## src/rtl/req_pkg.sv

```systemverilog
// Shared types and defaults for the burst request initiator.
package req_pkg;

  localparam int unsigned DefLenW    = 8;
  localparam int unsigned DefTimeout = 16;

  typedef enum logic [1:0] {
    StIdle,
    StReq,
    StXfer,
    StDone
  } req_state_e;

endpackage

```

## src/rtl/req_initiator_if.sv

```systemverilog
// Command, arbitration and status bundle for req_initiator.
interface req_initiator_if
  import req_pkg::*;
#(
  parameter int unsigned LEN_W = DefLenW
) ();

  logic             start;
  logic [LEN_W-1:0] len;
  logic             gnt;
  logic             dly;
  logic             req;
  logic             done;
  logic             busy;
  logic             beat;
  logic [LEN_W-1:0] beat_cnt;
  logic             timeout_err;

  modport master (
    output start, len, gnt, dly,
    input  req, done, busy, beat, beat_cnt, timeout_err
  );

  modport slave (
    input  start, len, gnt, dly,
    output req, done, busy, beat, beat_cnt, timeout_err
  );

endinterface

```

## src/rtl/req_beat_counter.sv

```systemverilog
// Beat counter with terminal-count flag; o_last is high while the next beat is the final one.
module req_beat_counter #(
  parameter int unsigned LEN_W = 8
) (
  input  logic             clk,
  input  logic             rst,
  input  logic             i_clr,
  input  logic             i_en,
  input  logic [LEN_W-1:0] i_len,
  output logic [LEN_W-1:0] o_count,
  output logic             o_last
);

  logic [LEN_W-1:0] r_count;

  always_ff @(posedge clk or negedge rst) begin
    if (!rst) begin
      r_count <= '0;
    end else if (i_clr) begin
      r_count <= '0;
    end else if (i_en) begin
      r_count <= r_count + LEN_W'(1);
    end
  end

  assign o_count = r_count;
  assign o_last  = (r_count == (i_len - LEN_W'(1)));

endmodule

```

## src/rtl/req_initiator.sv

```systemverilog
// Burst request initiator: requests the bus, counts granted beats, pulses done at burst end.
// Optional REQ_TIMEOUT_EN aborts a request after TIMEOUT consecutive no-grant cycles.
module req_initiator
  import req_pkg::*;
#(
  parameter int unsigned LEN_W   = DefLenW,
  parameter int unsigned TIMEOUT = DefTimeout
) (
  input logic            clk,
  input logic            rst,
  req_initiator_if.slave bus
);

  req_state_e       r_state, w_state_next;
  logic [LEN_W-1:0] r_len;
  logic             r_req, r_done;
  logic             w_start_ok, w_beat, w_last, w_timeout;

  assign w_beat = (r_state == StXfer) && bus.gnt && !bus.dly;

`ifdef REQ_TIMEOUT_EN
  localparam int unsigned WaitW = (TIMEOUT > 1) ? $clog2(TIMEOUT) : 1;

  logic [WaitW-1:0] r_wait_cnt;
  logic             r_timeout_err;

  assign w_timeout = (r_state == StReq) && !bus.gnt && (r_wait_cnt == WaitW'(TIMEOUT - 1));

  // Cleared on every entry into REQ, including a return from XFER on lost grant.
  always_ff @(posedge clk or negedge rst) begin
    if (!rst) begin
      r_wait_cnt    <= '0;
      r_timeout_err <= 1'b0;
    end else begin
      r_timeout_err <= w_timeout;
      if ((w_state_next == StReq) && (r_state != StReq)) begin
        r_wait_cnt <= '0;
      end else if ((r_state == StReq) && !bus.gnt && !w_timeout) begin
        r_wait_cnt <= r_wait_cnt + WaitW'(1);
      end
    end
  end

  assign bus.timeout_err = r_timeout_err;
`else
  assign w_timeout       = 1'b0;
  assign bus.timeout_err = 1'b0;
`endif

  always_comb begin
    w_state_next = r_state;
    w_start_ok   = 1'b0;
    unique case (r_state)
      StIdle: begin
        if (bus.start && (bus.len != '0)) begin
          w_start_ok   = 1'b1;
          w_state_next = StReq;
        end
      end
      StReq: begin
        if (bus.gnt) begin
          w_state_next = StXfer;
        end else if (w_timeout) begin
          w_state_next = StIdle;
        end
      end
      StXfer: begin
        if (!bus.gnt) begin
          w_state_next = StReq;
        end else if (!bus.dly && w_last) begin
          w_state_next = StDone;
        end
      end
      StDone:  w_state_next = StIdle;
      default: w_state_next = StIdle;
    endcase
  end

  always_ff @(posedge clk or negedge rst) begin
    if (!rst) begin
      r_state <= StIdle;
      r_len   <= '0;
      r_req   <= 1'b0;
      r_done  <= 1'b0;
    end else begin
      r_state <= w_state_next;
      r_req   <= (w_state_next == StReq) || (w_state_next == StXfer);
      r_done  <= (w_state_next == StDone);
      if (w_start_ok) begin
        r_len <= bus.len;
      end
    end
  end

  req_beat_counter #(
    .LEN_W (LEN_W)
  ) u_beat_counter (
    .clk     (clk),
    .rst     (rst),
    .i_clr   (w_start_ok),
    .i_en    (w_beat),
    .i_len   (r_len),
    .o_count (bus.beat_cnt),
    .o_last  (w_last)
  );

  assign bus.req  = r_req;
  assign bus.done = r_done;
  assign bus.busy = (r_state != StIdle);
  assign bus.beat = w_beat;

endmodule

```

## src/flat_wrapper.sv

```systemverilog
// flat-port wrapper written by rule: the top's interface ports become plain ports
module req_initiator_flat import req_pkg::*;
#(
  parameter int unsigned LEN_W   = DefLenW,
  parameter int unsigned TIMEOUT = DefTimeout
)
  (clk, rst, bus_start, bus_len, bus_gnt, bus_dly, bus_req, bus_done, bus_busy, bus_beat, bus_beat_cnt, bus_timeout_err);
  req_initiator_if #(.LEN_W(LEN_W)) bus_i ();
  input logic clk;
  input logic rst;
  input wire logic [$bits(bus_i.start)-1:0] bus_start;
  input wire logic [$bits(bus_i.len)-1:0] bus_len;
  input wire logic [$bits(bus_i.gnt)-1:0] bus_gnt;
  input wire logic [$bits(bus_i.dly)-1:0] bus_dly;
  output wire logic [$bits(bus_i.req)-1:0] bus_req;
  output wire logic [$bits(bus_i.done)-1:0] bus_done;
  output wire logic [$bits(bus_i.busy)-1:0] bus_busy;
  output wire logic [$bits(bus_i.beat)-1:0] bus_beat;
  output wire logic [$bits(bus_i.beat_cnt)-1:0] bus_beat_cnt;
  output wire logic [$bits(bus_i.timeout_err)-1:0] bus_timeout_err;
  assign bus_i.start = bus_start;
  assign bus_i.len = bus_len;
  assign bus_i.gnt = bus_gnt;
  assign bus_i.dly = bus_dly;
  assign bus_req = bus_i.req;
  assign bus_done = bus_i.done;
  assign bus_busy = bus_i.busy;
  assign bus_beat = bus_i.beat;
  assign bus_beat_cnt = bus_i.beat_cnt;
  assign bus_timeout_err = bus_i.timeout_err;
  req_initiator #(.LEN_W(LEN_W), .TIMEOUT(TIMEOUT)) u_core (.clk(clk), .rst(rst), .bus(bus_i));
endmodule
```

## config.mk

```make
export PLATFORM = sky130hd
export DESIGN_NAME = req_initiator_flat
export DESIGN_NICKNAME = d
export VERILOG_FILES = /design/src/rtl/req_pkg.sv /design/src/rtl/req_initiator_if.sv /design/src/rtl/req_beat_counter.sv /design/src/rtl/req_initiator.sv /design/src/flat_wrapper.sv
export SDC_FILE = /design/constraint.sdc
export NUM_CORES = 1
export LEC_CHECK = 0
export ABC_AREA = 1
export CORE_MARGIN = 8
export CORE_UTILIZATION = 54
export DETAILED_ROUTE_END_ITERATION = 12
export PLACE_DENSITY = 0.91
export RECOVER_POWER = 25
export SKIP_CTS_REPAIR_TIMING = 1
export SYNTH_ARGS = -nofsm -noshare
export SYNTH_HDL_FRONTEND = slang
export SYNTH_HIERARCHICAL = 1
export SYNTH_SLANG_ARGS = --single-unit
export TNS_END_PERCENT = 5
```

## constraint.sdc

```tcl
create_clock -name clk -period 4.8 [get_ports clk]
set_clock_uncertainty 0.2 [all_clocks]
set_input_delay 0.96 -clock clk [delete_from_list [all_inputs] [get_ports clk]]
set_output_delay 0.96 -clock clk [all_outputs]
set_load 0.05 [all_outputs]
```

==> reports/results.ini <==
[outcome]
outcome = finished, final reports clean

[timing]
fin_hold_ws_ps = 306
slew-limit-headroom_pct = 40.9
maxSlewViolCount = 0
worst_pin_slew_ps = 884
fmax_ghz = 0.257
tns_ps = 0
setup_violations = 0
finalCriticalPeriod_ps = 3890
finalHoldViolations = 0
fin_crit_sh_pct = 81.0
layout_setup_ws_ps = 911
rsz0062_at_grt = false

[setup_path]
worstPathArrival_ps = 2730
r2r_slack_ps = 2470
cp-startpoint = bus_gnt
r2r_start = u_core/r_len[0]
critPathCapture = bus_beat
critPathMaxFanout = 6
crit_path_end_kind = output pin
criticalPathCategory = input pin to output pin
cp.required_ps = 3640
r2r-end = u_core/bus.req
startpoint_type = input pin
reg2reg_depth = 12

[cts]
cts_tree = done
cts-buffers-inserted = 3
cts.sinks = 20
h-tree-depth = 1
ctsRootBufferMaster = clkbuf_4
clkLatencyLatePin_ps = 290
cts.path.max_buffers = 2
clkTransAtPathRegs_ps = 110

[synthesis]
seq_area_frac_synth_pct = 38.7
synth_area_leaders = dfrtp_1 39%, nand2_1 17%, nand3_1 8.1%
synth_nets = 198
synth.distinct_cells = 25
yosys.area.top_type_share_pct = 38.7
avgSynthCellArea_sq_um = 7.11
yosysWarnings = 6
syn_inst = 182
synth_seq_cells = 20
synth_area_sq_um = 1290
yosys.area.top_type = dfrtp_1

[layout]
layout_common_cells = 58 x nand2_1, 22 x clkdlybuf4s50_1, 21 x inv_1, 21 x nand3_1, 20 x dfrtp_1
drive_gt1_share_pct = 8.65
synthToLayoutAreaGrowth_pct = 22.1
num-fill-cells = 198
n_antenna_cell = 0
final_common_cell = nand2_1
nNetsFinal = 226
fin_util_pct = 70.8

[power_and_ir_drop]
p_per_area_nw_per_um2 = 485
fin_total_pwr_w = 0.000766
p_leak_nw = 0.802
peakVddDrop_mv = 0.284

[drt]
drt-initial-drc-count = 77
via_per_inst = 5.19
drtPass1Iterations = 4
totalWireLength_um = 2920
vias = 1225
drc = 0
antenna_left = 0
wl_per_cell_um = 12.4

[place]
port_buffers = 24
place_congestion = 0.840
hpwl_um = 2380
post-place-ws_ps = 974

[floorplan]
floorplan.io_pins = 26
design.core.area_sq_um = 2230
start_util_pct = 57.9
num_rows = 17
die_x_um = 64.9
die_area_sq_um = 4220
die_h_um = 64.9

[grt]
grt_max_degree = 21
grt_pass1_vias = 1215
grt_usage_pct = 15.2
gr-total-overflow = 0
antenna_found_initial = 0
grt_pass1_wl_um = 5250

[worst_hold_path]
hold_path.class = flip-flop to flip-flop

[flow_run]
drv_cap = 0

worst min-delay path by stage:
stage	from	endpoint	slack, ps	depth (start not counted)
after floorplan	u_core/r_len[7]	u_core/r_len[7]	260	2
after global placement	u_core/r_len[7]	u_core/r_len[7]	270	2
after detailed placement	u_core/r_len[7]	u_core/r_len[7]	280	2
after CTS	u_core/r_len[7]	u_core/r_len[7]	300	2
after global routing	u_core/r_len[7]	u_core/r_len[7]	340	2
final	u_core/r_len[7]	u_core/r_len[7]	310	2
routing by layer:
| metal | routed length (um) | up-vias | track usage [%] |
|---|---|---|---|
| met5 | 0 | - | 0 |
| met2 | 1470 | 34 | 25.8 |
| met3 | 138 | 2 | 3.26 |
| met4 | 31 | 0 | 6.81 |
| met1 | 1280 | 565 | 17.9 |
| li1 | - | 624 | - |
final cells by class:
cell class | count | area [sq um] | area share, %
timing repair buffer | 25 | 248 | 15.7
inverter | 25 | 93.8 | 5.94
multi-input combinational | 135 | 681 | 43.1
tap | 28 | 35.0 | 2.22
sequential | 20 | 500 | 31.7
clock buffer | 3 | 22.5 | 1.43
metrics by stage:
stage,instances,area (sq um)
floorplan,182,1290
global placement,233,1560
detailed placement,233,1560
CTS,236,1580
global route,236,1580
finish,236,1580
cell families (layout without fill, tap and decap cells):
logic type,after synthesis,in the layout,share of synthesized area (%)
buffers and inverters,27,53,8.70
xor gates and xnor gates,8,8,5.42
DFF,20,20,38.7
AOI/OAI and AO/OA,14,14,5.90
other,1,1,0.290
adders and majority gates,3,3,2.90
and+or+nand+nor,109,109,38.1
synth_stat cells:
library cell	number
nor2_1	18
nor2_4	1
nor3_1	3
nand2_4	1
o21ai_0	5
inv_1	21
nor3_2	1
a211oi_1	1
xor2_1	5
nor2_8	1
a21oi_1	4
conb_1	1
inv_2	4
xnor2_1	3
buf_4	1
ha_1	3
buf_6	1
nand3_2	1
o21ai_2	1
dfrtp_1	20
nand2_2	2
nand2_1	58
nand3_1	21
nor2_2	2
o21ai_1	3
state kept, by name, indices dropped and copies added (netlist names):
name / flops
u_core/bus.done: 1
u_core/r_len: 8
u_core/u_beat_counter/o_count: 8
u_core/bus.req: 1
u_core/r_state: 2
critical path, cell delays in order:
cell and delay, ps:
dlygate4sd3_1 540, inv_1 50, nor3_1 190, buf_4 180
clkdlybuf4s50_1 810
report_power, final:
group          switching, W  internal (W)  leakage (nW)
clock             0.0000485     0.0000292        0.0138
combinational      0.000263      0.000148         0.527
sequential        0.0000590      0.000218         0.261
total              0.000370      0.000396         0.802
Note: power is estimated with default switching activity, not from simulation.
